## src/rtl/bus_pkg.sv

```systemverilog
// Shared bus definitions: default widths, DMA state encoding
// and the values driven on an idle bus.
package bus_pkg;

  localparam int ADDR_W_DEF = 8;
  localparam int DATA_W_DEF = 32;

  typedef enum logic [2:0] {
    IDLE    = 3'd0,
    RD_ADDR = 3'd1,
    RD_DATA = 3'd2,
    WR      = 3'd3,
    DONE    = 3'd4
  } dma_state_e;

  localparam logic IDLE_REQ = 1'b0;
  localparam logic IDLE_WR  = 1'b0;

endpackage

```

## src/rtl/bus_dma_master_if.sv

```systemverilog
// Master-side port of the shared bus: request, address,
// data and the arbiter grant.
interface bus_dma_master_if #(
  parameter int ADDR_W = 8,
  parameter int DATA_W = 32
) ();

  logic              M_req;
  logic              M_wr;
  logic [ADDR_W-1:0] M_address;
  logic [DATA_W-1:0] M_dout;
  logic              M_grant;
  logic [DATA_W-1:0] M_din;

  modport master (
    output M_req, M_wr, M_address, M_dout,
    input  M_grant, M_din
  );

  modport slave (
    input  M_req, M_wr, M_address, M_dout,
    output M_grant, M_din
  );

endinterface

```

## src/rtl/bus_dma_master.sv

```systemverilog
// Word-by-word memory-to-memory copy engine acting as a
// bus master; read, then write, per word, until length is spent.
module bus_dma_master
  import bus_pkg::*;
#(
  parameter int ADDR_W = ADDR_W_DEF,
  parameter int DATA_W = DATA_W_DEF
) (
  input  logic              clk,
  input  logic              reset,
  input  logic              start,
  input  logic [ADDR_W-1:0] src_addr,
  input  logic [ADDR_W-1:0] dst_addr,
  input  logic [7:0]        length,
  output logic              busy,
  output logic              done,
  bus_dma_master_if.master  m
);

  dma_state_e        state;
  logic [ADDR_W-1:0] cur_src;
  logic [ADDR_W-1:0] cur_dst;
  logic [7:0]        remaining;
  logic              req_q;
  logic              wr_q;
  logic [ADDR_W-1:0] addr_q;
  logic [DATA_W-1:0] dout_q;

  assign m.M_req     = req_q;
  assign m.M_wr      = wr_q;
  assign m.M_address = addr_q;
  assign m.M_dout    = dout_q;

  // Bus outputs are set for the state being entered,
  // so they stay stable while a grant is withheld.
  always_ff @(posedge clk) begin
    if (reset) begin
      state     <= IDLE;
      busy      <= 1'b0;
      done      <= 1'b0;
      req_q     <= IDLE_REQ;
      wr_q      <= IDLE_WR;
      addr_q    <= '0;
      dout_q    <= '0;
      cur_src   <= '0;
      cur_dst   <= '0;
      remaining <= '0;
    end else begin
      done <= 1'b0;
      unique case (state)
        IDLE: begin
          if (start) begin
            busy <= 1'b1;
            if (length != 8'd0) begin
              cur_src   <= src_addr;
              cur_dst   <= dst_addr;
              remaining <= length;
              req_q     <= 1'b1;
              wr_q      <= 1'b0;
              addr_q    <= src_addr;
              state     <= RD_ADDR;
            end else begin
              done  <= 1'b1;
              state <= DONE;
            end
          end
        end
        RD_ADDR: begin
          if (m.M_grant) state <= RD_DATA;
        end
        RD_DATA: begin
          // The write-data register doubles as the word buffer.
          dout_q <= m.M_din;
          wr_q   <= 1'b1;
          addr_q <= cur_dst;
          state  <= WR;
        end
        WR: begin
          if (m.M_grant) begin
            cur_src   <= cur_src + ADDR_W'(1);
            cur_dst   <= cur_dst + ADDR_W'(1);
            remaining <= remaining - 8'd1;
            dout_q    <= '0;
            wr_q      <= 1'b0;
            if (remaining == 8'd1) begin
              req_q  <= IDLE_REQ;
              addr_q <= '0;
              done   <= 1'b1;
              state  <= DONE;
            end else begin
              addr_q <= cur_src + ADDR_W'(1);
              state  <= RD_ADDR;
            end
          end
        end
        DONE: begin
          busy  <= 1'b0;
          state <= IDLE;
        end
        default: state <= IDLE;
      endcase
    end
  end

endmodule

```

## src/flat_wrapper.sv

```systemverilog
// flat-port wrapper written by rule: the top's interface ports become plain ports
module bus_dma_master_flat import bus_pkg::*;
#(
  parameter int ADDR_W = ADDR_W_DEF,
  parameter int DATA_W = DATA_W_DEF
)
  (clk, reset, start, src_addr, dst_addr, length, busy, done, m_M_req, m_M_wr, m_M_address, m_M_dout, m_M_grant, m_M_din);
  bus_dma_master_if #(.ADDR_W(ADDR_W), .DATA_W(DATA_W)) m_i ();
  input  logic clk;
  input  logic reset;
  input  logic start;
  input  logic [ADDR_W-1:0] src_addr;
  input  logic [ADDR_W-1:0] dst_addr;
  input  logic [7:0] length;
  output logic busy;
  output logic done;
  output wire logic [$bits(m_i.M_req)-1:0] m_M_req;
  output wire logic [$bits(m_i.M_wr)-1:0] m_M_wr;
  output wire logic [$bits(m_i.M_address)-1:0] m_M_address;
  output wire logic [$bits(m_i.M_dout)-1:0] m_M_dout;
  input wire logic [$bits(m_i.M_grant)-1:0] m_M_grant;
  input wire logic [$bits(m_i.M_din)-1:0] m_M_din;
  assign m_M_req = m_i.M_req;
  assign m_M_wr = m_i.M_wr;
  assign m_M_address = m_i.M_address;
  assign m_M_dout = m_i.M_dout;
  assign m_i.M_grant = m_M_grant;
  assign m_i.M_din = m_M_din;
  bus_dma_master #(.ADDR_W(ADDR_W), .DATA_W(DATA_W)) u_core (.clk(clk), .reset(reset), .start(start), .src_addr(src_addr), .dst_addr(dst_addr), .length(length), .busy(busy), .done(done), .m(m_i));
endmodule
```

## config.mk

```make
export PLATFORM = sky130hd
export DESIGN_NAME = bus_dma_master_flat
export DESIGN_NICKNAME = d
export VERILOG_FILES = /design/src/rtl/bus_pkg.sv /design/src/rtl/bus_dma_master_if.sv /design/src/rtl/bus_dma_master.sv /design/src/flat_wrapper.sv
export SDC_FILE = /design/constraint.sdc
export NUM_CORES = 1
export LEC_CHECK = 0
export BUFFER_PORTS_ARGS = -buffer_cell sky130_fd_sc_hd__buf_2
export CORE_ASPECT_RATIO = 0.5
export CORE_MARGIN = 3
export CORE_UTILIZATION = 50
export DETAILED_ROUTE_END_ITERATION = 8
export PLACE_DENSITY_LB_ADDON = 0.12
export RECOVER_POWER = 100
export SETUP_SLACK_MARGIN = 0.05
export SLEW_MARGIN = 20
export SYNTH_ARGS = -nofsm -noshare
export SYNTH_HDL_FRONTEND = slang
export SYNTH_SLANG_ARGS = --single-unit
```

## constraint.sdc

```tcl
create_clock -name clk -period 3.55 [get_ports clk]
set_clock_uncertainty 0.2 [all_clocks]
set_input_delay 0.71 -clock clk [delete_from_list [all_inputs] [get_ports clk]]
set_output_delay 0.71 -clock clk [all_outputs]
set_load 0.02 [all_outputs]
```

==> reports/qor.csv, run 1 <==
stage,metric,value,unit
logic_synthesis,multiplexer share of the synthesized area,0.835,%
placed_design,port bufs,103,
min_path,WHS Path Cells,2,
logic_synthesis,async set-or-reset flop fraction in the synthesized netlist,0,%
cts,CTS buffer count,9,
cts,"CTS clk-pin slew, worst paths",0.05,ns
cts,Clock Tree Buf Depth,2,
global_route,global route overflow,0,
logic_synthesis,"flops & latches, synth",71,
die,Core Region,6830,sq um
routing,vias per inst,6.02,
logic_synthesis,syn_area_per_cell,8.69,sq um
die,die area,8310,sq um
timing,Worst-Margin Slew,1.36,ns
logic_synthesis,area fraction in compound gates after synthesis,32.0,%
setup_path,FF-to-FF path depth,5,
logic_synthesis,Synth Area in XOR/XNOR,1.22,%
timing,final-report setup violation count,0,
cts,clk root buf,clkbuf_16,
logic_synthesis,adder-cell share of the synthesized area,1.39,%
placed_design,Final HPWL DP,6.74,mm
setup_path,r2r setup slk,0.77,ns
timing,headroom to the max-slew limit,9.36,%
routing,final wirelength,10.0,mm
placed_design,dpl cell area,4130,sq um
cts,CTS Sinks,71,
cts,CTS tree,built,
timing,RSZ-0062 raised after global routing,false,
global_route,Total Routing Usage GR,23.9,%
routing,First-pass DRT Iterations,7,
final_layout,fin area,4310,sq um
setup_path,CP Max Fanout,8,
min_path,Hold WC Path Type,reg2reg,
die,Row Count,21,
timing,fin crit share,80.5,%
timing,"Slew Viols, Final",0,
routing,routed via count,3596,
logic_synthesis,Post-Synth Simple-Gate Area,19.1,%
placed_design,placed cells,581,
run_status,outcome,"finished, final reports clean",
setup_path,Reg-to-Reg End,u_core.m.M_address[1],
cts,clk_lat worst skew,0.33,ns
timing,Final Hold Vio Count,0,
cts,postcts setup bufs,0,
logic_synthesis,dominant synthesized flop cell,dfxtp_1,
logic_synthesis,post-synthesis cell type count,60,
final_layout,synth-to-layout area growth,19.8,%
logic_synthesis,post-synthesis net count,478,
final_layout,ant diodes,0,
logic_synthesis,yosys synthesis warning count,0,
die,# IOs,104,
cts,Post-CTS Resized,0,
routing,DRT antenna net count,0,
logic_synthesis,Synth Instances,414,
final_layout,Register Area,1420,sq um
power_and_ir_drop,Leakage Power,1.60,nW
global_route,pin count of the biggest net entering global routing,44,
routing,Avg WL per Cell,16.8,um
global_route,vias in the first global route,3247,
logic_synthesis,Post-synth EDFFs,0,
die,Die H,66.0,um
routing,initial DRC count,272,
timing,setup TNS,0,ns
power_and_ir_drop,VDD IR max,0.314,mV
min_path,hold path startpoint,u_core.m.M_address[7],
cts,CTS Hold Buffers Added,0,
run,Max Cap Viol,0,
setup_path,Startpoint Class,primary input,
min_path,hold endpoint,u_core.m.M_address[7],
setup_path,Crit path required time,3.58,ns
setup_path,crit end category,register,
final_layout,share of post-route cells with drive strength above 1,19.2,%
placed_design,gpl congestion,0.839,
routing,final routed DRC violation total,0,
final_layout,"commonest non-fill, non-tap cell in the layout",dfxtp_1,
timing,final worst path period need,2.86,ns
timing,Max Fclk,350,MHz
final_layout,Nets,564,
power_and_ir_drop,pwr/cell area,549,nW/um^2
setup_path,CP arrival,2.89,ns
logic_synthesis,largest family of logic cells by synthesized area,compound AO/OA/AOI/OAI gates,
die,initial core utilization,52.7,%
setup_path,r2r startpoint,u_core.state[0],
logic_synthesis,register area share after synthesis,39.5,%
global_route,initial antenna violation count,0,
final_layout,"non-filler cells, final",597,
logic_synthesis,Mapped Area,3600,sq um
final_layout,Layout fillers,643,
die,DIE WIDTH,126,um
final_layout,area of the multi-input gates,1940,sq um
cts,H-tree Lvls,3,
setup_path,Setup CP Type,in2reg,
power_and_ir_drop,Pwr Total,2.37,mW
final_layout,most frequent cells in the layout,"71 x dfxtp_1, 58 x buf_2, 49 x clkbuf_1",
global_route,first-pass GRT wire length,16.0,mm
==> metrics by stage <==
stage	utilization (%)	setup WS, ns	hold WS, ns
2_1_floorplan	-	1.35	0.256
3_3_place_gp	60.4	0.899	0.264
3_5_place_dp	60.4	0.868	0.269
4_1_cts	64.4	1.16	0.281
5_1_grt	63.1	0.498	0.295
6_report	63.1	0.692	0.280
==> where the power goes <==
group	switching, mW	internal (mW)
clock	0.336	0.471
sequential	0.0906	0.887
combinational	0.365	0.217
==> synth_stat cells (2+ instances only) <==
| cell | n | share of area, % |
|---|---|---|
| a211oi_1 | 3 | 0.63 |
| a21boi_1 | 2 | 0.42 |
| a21o_1 | 3 | 0.63 |
| a21oi_1 | 28 | 3.9 |
| a221oi_1 | 9 | 2.2 |
| a221oi_2 | 3 | 1.3 |
| a22oi_1 | 37 | 7.7 |
| a311oi_1 | 3 | 0.73 |
| a31o_1 | 3 | 0.73 |
| a31oi_1 | 3 | 0.52 |
| and2_1 | 3 | 0.52 |
| and3_1 | 3 | 0.52 |
| and4_1 | 2 | 0.49 |
| buf_2 | 12 | 1.7 |
| buf_4 | 4 | 0.83 |
| clkbuf_1 | 21 | 2.2 |
| dfxtp_1 | 71 | 40 |
| ha_1 | 4 | 1.4 |
| inv_1 | 12 | 1.3 |
| mux2i_1 | 3 | 0.83 |
| nand2_1 | 32 | 3.3 |
| nand2b_1 | 4 | 0.70 |
| nand3_1 | 9 | 1.3 |
| nand4_1 | 2 | 0.35 |
| nor2_1 | 46 | 4.8 |
| nor3_1 | 15 | 2.1 |
| nor3b_1 | 4 | 0.83 |
| nor4_1 | 3 | 0.52 |
| nor4_2 | 2 | 0.70 |
| o2111ai_1 | 5 | 1.2 |
| o21ai_0 | 8 | 1.1 |
| o22ai_1 | 6 | 1.0 |
| o32ai_1 | 8 | 1.9 |
| o32ai_2 | 9 | 4.1 |
| or4_1 | 4 | 0.83 |
| xnor2_1 | 2 | 0.49 |
| xor2_1 | 3 | 0.73 |
==> logic make-up (layout without fill, tap and decap cells) <==
kind of cell / count (synthesis) / after routing
flip-flops: 71 / 71
buffers and inverters: 49 / 140
adder cells (fa/ha/maj): 4 / 4
multiplexers: 3 / 3
XOR/XNOR: 5 / 5
AO/OA/AOI/OAI: 146 / 146
AND/OR/NAND/NOR: 136 / 136
==> state kept, by name, summed over array words and instances (netlist names) <==
| signal | count |
|---|---|
| u_core.remaining | 8 |
| u_core.m.M_address | 8 |
| u_core.done | 1 |
| u_core.busy | 1 |
| u_core.state | 3 |
| u_core.cur_src | 8 |
| u_core.m.M_dout | 32 |
| u_core.cur_dst | 8 |
| u_core.m.M_req | 1 |
| u_core.m.M_wr | 1 |
==> cell type report <==
type | count | area share (%)
Multi-Input combinational cell | 294 | 45.0
Inverter | 12 | 1.05
Clock buffer | 11 | 5.40
Tap cell | 92 | 2.67
Clock inverter | 5 | 0.813
Timing Repair Buffer | 112 | 12.1
Sequential cell | 71 | 33.0
==> how the worst max path moves through the flow <==
stage	startpoint	to	slack, ns	depth (start not counted)
floorplan	length[5]	u_core.cur_dst[6]	1.35	5
global placement	length[5]	u_core.cur_dst[6]	0.90	6
detailed placement	length[5]	u_core.cur_dst[6]	0.87	6
CTS	u_core.state[0]	u_core.cur_src[2]	1.16	5
global route	u_core.state[0]	u_core.m.M_address[1]	0.50	5
finish	length[1]	u_core.cur_dst[0]	0.69	5
==> metal layers <==
metal	GRT usage (%)	vias up	wire length, um
met5	0	-	0
met4	7.62	0	86
met3	10.1	8	942
met2	36.5	142	4470
met1	30.7	1699	4520
li1	-	1747	-
==> critical path, stage by stage <==
cell and delay [ns]:
buf_2 0.11, or4_1 0.56, o21ai_0 0.71, nand2_1 0.42, a221oi_1 0.37
Note: power is estimated with default switching activity, not from simulation.
==> run 2, diff against run 1 <==
Settings changed: ABC_AREA set to 1, CORE_UTILIZATION 50 to 47.
Clock period 3.55 ns to 2.5 ns, I/O delays scaled along.
==> run 2 against run 1 <==
  * Clock power increased by 73%
  * Area after synthesis decreased by 0.80%
  * Largest cell class unchanged
  * Power is 70% higher
  * Final area rose by 0.96%
  * Die area rose by 5.1%
  * Clock-buffer cell count down 1
  * Sequential power is 51% higher
  * Critical path depth rose by 4
  * Global-route usage down 0.69 points
  * Non-clock buffer count shrank 1
  * Largest power group unchanged
==> reports/qor.csv, run 2 <==
stage,metric,value,unit,change
run_status,outcome,"finished, final reports clean",,
setup_path,crit-path cells,inv_2 > nand2_1 > nor2_1 > nor2_2 > nor2_1 > nand2_4 > clkbuf_2 > a21oi_1 > a21oi_1,,
setup_path,Crit path required time,2.51,ns,-1.07 ns
logic_synthesis,Commonest cells post-synth,"157 x nand2_1, 71 x dfxtp_1, 67 x nor2_1, 58 x a21oi_1, 53 x nand3_1",,
timing,"Slew Viols, Final",0,,unchanged
logic_synthesis,Post-synth EDFFs,0,,unchanged
die,Row Count,21,,unchanged
placed_design,pre-CTS WS,0.423,ns,-0.445 ns
global_route,initial antenna violation count,0,,unchanged
logic_synthesis,post-synth top area share,39.8,%,+0.32 points
logic_synthesis,post-synthesis cell type count,32,,-47%
placed_design,port bufs,103,,unchanged
cts,postcts setup bufs,0,,unchanged
global_route,first-pass GRT wire length,15.9,mm,-0.43%
logic_synthesis,Mapped Area,3570,sq um,-0.80%
placed_design,gpl congestion,0.881,,+5.0%
min_path,Hold WC Path Type,in2reg,,
placed_design,Final HPWL DP,6.94,mm,+3.0%
logic_synthesis,Synth Instances,539,,+30%
timing,Final Hold Vio Count,0,,unchanged
cts,CTS tree,built,,
logic_synthesis,Area contributors post-synth,"dfxtp_1 40%, nand2_1 17%, a21oi_1 8.1%, nand3_1 7.4%, nor2_1 7.0%",,
logic_synthesis,async set-or-reset flop fraction in the synthesized netlist,0,%,unchanged
die,die area,8740,sq um,+5.1%
die,Core Region,7020,sq um,+2.7%
final_layout,Nets,698,,+24%
global_route,global route overflow,0,,unchanged
cts,clk root buf,clkbuf_16,,
global_route,vias in the first global route,3386,,+4.3%
die,DIE WIDTH,129,um,+2.6%
cts,"CTS clk-pin slew, worst paths",0.06,ns,about the same
timing,setup TNS,0,ns,unchanged
power_and_ir_drop,Leakage Power,1.91,nW,+20%
final_layout,area of the multi-input gates,1810,sq um,-6.5%
setup_path,CP Max Fanout,24,,+16
placed_design,placed cells,715,,+23%
cts,CTS Hold Buffers Added,0,,unchanged
setup_path,Setup CP Type,reg2reg,,
timing,Worst-Margin Slew,0.607,ns,-0.753 ns
placed_design,dpl cell area,4100,sq um,-0.61%
timing,setup ws final,0.355,ns,-0.337 ns
setup_path,Critical Path Stages,9,,+4
timing,Hold Slack,0.214,ns,-0.0657 ns
routing,routed via count,3720,,+3.4%
final_layout,most frequent cells in the layout,"159 x nand2_1, 71 x dfxtp_1, 69 x nor2_1",,
die,# IOs,104,,unchanged
power_and_ir_drop,pwr/cell area,925,nW/um^2,+68%
routing,final wirelength,9.77,mm,-2.5%
cts,Clock Tree Buf Depth,2,,unchanged
setup_path,crit end category,register,,
cts,CTS buffer count,9,,unchanged
logic_synthesis,Synth area leader,dfxtp_1,,
final_layout,ant diodes,0,,unchanged
die,Die H,67.6,um,+2.5%
final_layout,"non-filler cells, final",731,,+22%
setup_path,CP arrival,2.16,ns,-0.73 ns
setup_path,FF-to-FF path depth,9,,+4
routing,initial DRC count,235,,-14%
cts,H-tree Lvls,3,,unchanged
final_layout,synth-to-layout area growth,21.9,%,
timing,final worst path period need,2.15,ns,
final_layout,Layout fillers,692,,+7.6%
run,Max Cap Viol,0,,unchanged
setup_path,Worst Path Buf+Inv,2,,+1
setup_path,Crit path largest cell delay,0.36,ns,-0.35 ns
final_layout,fin area,4350,sq um,+0.96%
final_layout,max reg flops,32,,unchanged
routing,Avg WL per Cell,13.4,um,-20%
logic_synthesis,syn_area_per_cell,6.62,sq um,-24%
timing,final-report setup violation count,0,,unchanged
die,initial core utilization,50.9,%,-1.8 points
final_layout,share of post-route cells with drive strength above 1,15.0,%,-4.2 points
cts,CTS Sinks,71,,unchanged
cts,Post-CTS Resized,0,,unchanged
timing,headroom to the max-slew limit,59.5,%,+50 points
routing,DRT antenna net count,0,,unchanged
routing,vias per inst,5.09,,-16%
routing,final routed DRC violation total,0,,unchanged
final_layout,"commonest non-fill, non-tap cell in the layout",nand2_1,,
logic_synthesis,post-synthesis net count,603,,+26%
setup_path,Startpoint Class,register,,
logic_synthesis,yosys synthesis warning count,0,,unchanged
timing,fin crit share,85.8,%,
timing,RSZ-0062 raised after global routing,false,,
logic_synthesis,"flops & latches, synth",71,,unchanged
logic_synthesis,dominant synthesized flop cell,dfxtp_1,,
routing,First-pass DRT Iterations,4,,-3
timing,Max Fclk,466,MHz,
setup_path,slowest CP cell,dfxtp_1,,
global_route,Total Routing Usage GR,23.2,%,-0.69 points
power_and_ir_drop,VDD IR max,0.471,mV,+50%
min_path,WHS Path Cells,3,,+1
cts,clk_lat worst skew,0.33,ns,about the same
final_layout,Register Area,1420,sq um,unchanged
logic_synthesis,top-count cell post-synth,nand2_1,,
global_route,pin count of the biggest net entering global routing,37,,-16%
logic_synthesis,register area share after synthesis,39.8,%,+0.32 points
setup_path,cell family with most CP delay,simple AND/OR/NAND/NOR gates,,
## run 2: cell types whose count changed in the layout (fill, tap and decap cells not counted), moves of 5 or more
cell,before,now
a21oi_1,28,59
a221oi_1,12,0
a22oi_1,37,0
clkbuf_1,49,44
inv_1,12,38
nand2_1,33,159
nand3_1,9,53
nor2_1,45,69
nor3_1,15,1
o2111ai_1,5,0
o21ai_0,9,29
o32ai_1,8,0
o32ai_2,9,0
## run 2: worst reg2reg max path, stage by stage (launching register included)
cell,delay [ns]
dfxtp_1,0.36
inv_2,0.11
nand2_1,0.07
nor2_1,0.31
nor2_2,0.05
nor2_1,0.23
nand2_4,0.22
clkbuf_2,0.24
a21oi_1,0.16
a21oi_1,0.09
## run 2: worst paths after layout
kind	from	endpoint	slack, ns
setup / recovery	u_core.state[0]	u_core.cur_dst[6]	0.35
hold / removal	m_M_din[17]	u_core.m.M_dout[17]	0.21
hold reg to reg	u_core.m.M_wr	u_core.m.M_wr	0.27
setup reg to reg	u_core.state[0]	u_core.cur_dst[6]	0.35
## run 2: layout make-up
| class | instances | area share, % |
|---|---|---|
| inverters | 41 | 3.60 |
| well taps | 92 | 2.65 |
| clock buffers | 10 | 5.49 |
| flip-flops and latches | 71 | 32.7 |
| clock inverters | 6 | 2.10 |
| multi-input cells | 400 | 41.7 |
| repair buffers | 111 | 11.8 |
## run 2: power by group
| group | switching [mW] | internal (mW) |
|---|---|---|
| logic | 0.773 | 0.371 |
| clock network | 0.491 | 0.905 |
| registers | 0.157 | 1.32 |
| total | 1.42 | 2.60 |
## run 2: cell families after synthesis
logic type | synth area share, %
AOI/OAI and AO/OA | 15.2
and+or+nand+nor | 34.1
buffers and inverters | 8.73
adders and majority gates | 1.40
DFF | 39.8
xor gates and xnor gates | 0.736
## run 2: routing by layer
layer  up-vias  track usage, %  part of all wire [%]  wire length [um]
li1       1932               -                     -                 -
met1      1647            29.1                    45              4420
met2       130            36.8                    44              4300
met3        11            10.1                   9.9               962
met4         0            6.28                  0.78                76
met5         -               0                     0                 0
## run 2: through the flow
step                      total power, mW  utilization [%]
after CTS                            4.09             63.2
after floorplan                      2.39                -
after global routing                 4.29             62.0
final                                4.02             62.0
after global placement               2.67             58.5
after detailed placement             2.69             58.5
==> run 3, diff against run 2 <==
Settings changed: CELL_PAD_IN_SITES_DETAIL_PLACEMENT set to 2, CELL_PAD_IN_SITES_GLOBAL_PLACEMENT set to 2, CORE_UTILIZATION 47 to 24, REMOVE_ABC_BUFFERS set to 1.
==> run 3 against run 2 <==
  * Power grew 3.5%
  * Critical path depth shrank 2
  * Worst setup slack is essentially flat
  * Non-clock buffer count grew 2
  * Die area grew 88%
  * Register-to-register slack is essentially flat
  * Combinational power grew 8%
  * Global-route usage shrank 6.9 points
  * Final area grew 3.9%
  * Critical endpoint is now u_core.m.M_dout[12]
==> reports/qor.csv, run 3 (synthesized netlist as in run 2, its figures left out) <==
stage,metric,value,unit,change
run_status,outcome,"finished, final reports clean",,
die,die area,16500,sq um,+88%
routing,final routed DRC violation total,0,,unchanged
cts,H-tree Lvls,3,,unchanged
die,# IOs,104,,unchanged
run,Max Cap Viol,0,,unchanged
global_route,vias in the first global route,4024,,+19%
final_layout,synth-to-layout area growth,26.6,%,
cts,Clock Tree Buf Depth,2,,unchanged
die,Row Count,30,,+43%
timing,Final Hold Vio Count,0,,unchanged
final_layout,Nets,700,,+0.29%
setup_path,r2r setup slk,0.35,ns,about the same
setup_path,CP arrival,2.21,ns,+0.05 ns
cts,CTS Sinks,71,,unchanged
routing,DRT antenna net count,0,,unchanged
power_and_ir_drop,Leakage Power,1.92,nW,+0.62%
die,Die H,92.2,um,+36%
global_route,first-pass GRT wire length,21.3,mm,+34%
routing,Avg WL per Cell,15.7,um,+18%
final_layout,fin util,32.2,%,-30 points
timing,"Slew Viols, Final",0,,unchanged
die,Core Region,14000,sq um,+100%
power_and_ir_drop,VDD IR max,0.276,mV,-42%
placed_design,gpl congestion,0.717,,-19%
power_and_ir_drop,pwr/cell area,921,nW/um^2,-0.41%
cts,CTS buffer count,9,,unchanged
final_layout,ant diodes,0,,unchanged
setup_path,Reg-to-Reg End,u_core.m.M_dout[12],,
min_path,WHS Path Cells,3,,unchanged
routing,vias per inst,4.63,,-9.0%
routing,initial DRC count,193,,-18%
routing,final wirelength,13.1,mm,+34%
global_route,met3 GRT Util,4.09,%,-6.0 points
global_route,initial antenna violation count,0,,unchanged
setup_path,Startpoint Class,register,,
global_route,pin count of the biggest net entering global routing,38,,+2.7%
cts,clk root buf,clkbuf_16,,
setup_path,Crit path required time,2.56,ns,+0.05 ns
final_layout,share of post-route cells with drive strength above 1,15.4,%,+0.42 points
routing,First-pass DRT Iterations,4,,unchanged
timing,Max Fclk,466,MHz,about the same
die,DIE WIDTH,178,um,+38%
final_layout,"commonest non-fill, non-tap cell in the layout",nand2_1,,
cts,CTS tree,built,,
global_route,grt met1 use,23.0,%,-6.0 points
timing,final worst path period need,2.15,ns,+0.000487 ns
placed_design,port bufs,103,,unchanged
timing,headroom to the max-slew limit,57.9,%,-1.7 points
cts,clk_lat worst skew,0.34,ns,about the same
setup_path,crit end category,register,,
timing,final-report setup violation count,0,,unchanged
global_route,global route overflow,0,,unchanged
routing,routed via count,3857,,+3.7%
timing,setup TNS,0,ns,unchanged
setup_path,r2r startpoint,u_core.state[1],,
power_and_ir_drop,Pwr Total,4.16,mW,+3.5%
timing,RSZ-0062 raised after global routing,false,,
cts,postcts setup bufs,0,,unchanged
min_path,Hold WC Path Type,in2reg,,
global_route,GRT busiest layer,met2,,
placed_design,Final HPWL DP,9.38,mm,+35%
cts,CTS Hold Buffers Added,0,,unchanged
final_layout,max reg flops,32,,unchanged
die,initial core utilization,25.4,%,-25 points
global_route,met2 usage,25.0,%,-12 points
min_path,hold endpoint,u_core.m.M_dout[31],,
min_path,hold path startpoint,m_M_din[31],,
setup_path,Setup CP Type,reg2reg,,
cts,Post-CTS Resized,0,,unchanged
final_layout,most frequent cells in the layout,"157 x nand2_1, 71 x dfxtp_1, 69 x nor2_1",,
timing,fin crit share,85.8,%,about the same
cts,"CTS clk-pin slew, worst paths",0.07,ns,about the same
timing,Worst-Margin Slew,0.630,ns,+0.0231 ns
global_route,Total Routing Usage GR,16.3,%,-6.9 points
setup_path,CP Max Fanout,32,,+33%
setup_path,FF-to-FF path depth,7,,-2
==> run 3: changes by cell type in the layout (fill, tap and decap cells not counted), sizes merged <==
cell,delta
buf,+4
clkbuf,-3
clkinv,-1
clkinvlp,+1
inv,+1
==> run 3: where the power goes <==
group | total, mW | leakage (nW) | internal, mW | switching (mW)
registers | 1.48 | 0.582 | 1.32 | 0.160
logic | 1.23 | 1.18 | 0.392 | 0.842
clock network | 1.44 | 0.157 | 0.885 | 0.559
total | 4.16 | 1.92 | 2.60 | 1.56
==> run 3: routing by layer <==
metal  vias up  share of wire, %
met5         -                 0
met4         0              0.89
met3        14               5.7
met2        83                41
met1      1829                52
li1       1931                 -
==> run 3: worst max-delay path, stage by stage (launching register included) <==
cell and delay (ns):
dfxtp_1 0.43, inv_1 0.09, nor2_1 0.29, nand2_1 0.28, inv_1 0.30, buf_12 0.23, nand2_1 0.08, a21oi_1 0.15
==> run 3: through the flow <==
step / instances / hold WS [ns] / cell area (sq um) / setup WS (ns)
CTS: 833 / 0.198 / 4600 / 0.368
global placement: 817 / 0.252 / 4270 / 0.402
detailed placement: 817 / 0.258 / 4270 / 0.387
finish: 833 / 0.211 / 4520 / 0.354
floorplan: 512 / 0.262 / 3410 / 0.127
global route: 833 / 0.204 / 4520 / 0.0918
==> run 3: final cells by class <==
class / instances / area, sq um
clock buffer: 9 / 225
tap: 192 / 240
fill: 1762 / 9520
multi-input combinational: 400 / 1830
timing repair buffer: 113 / 548
sequential: 71 / 1420
inverter: 41 / 154
clock inverter: 7 / 103
==> run 3: worst max path at each step <==
stage	startpoint	slack, ns	to
after floorplan	u_core.state[0]	0.13	u_core.done
after detailed placement	u_core.remaining[2]	0.39	u_core.m.M_address[3]
after global routing	u_core.state[1]	0.09	u_core.m.M_dout[19]
final	u_core.state[1]	0.35	u_core.m.M_dout[12]
after global placement	u_core.remaining[2]	0.40	u_core.m.M_address[3]
after CTS	u_core.remaining[2]	0.37	u_core.m.M_address[3]
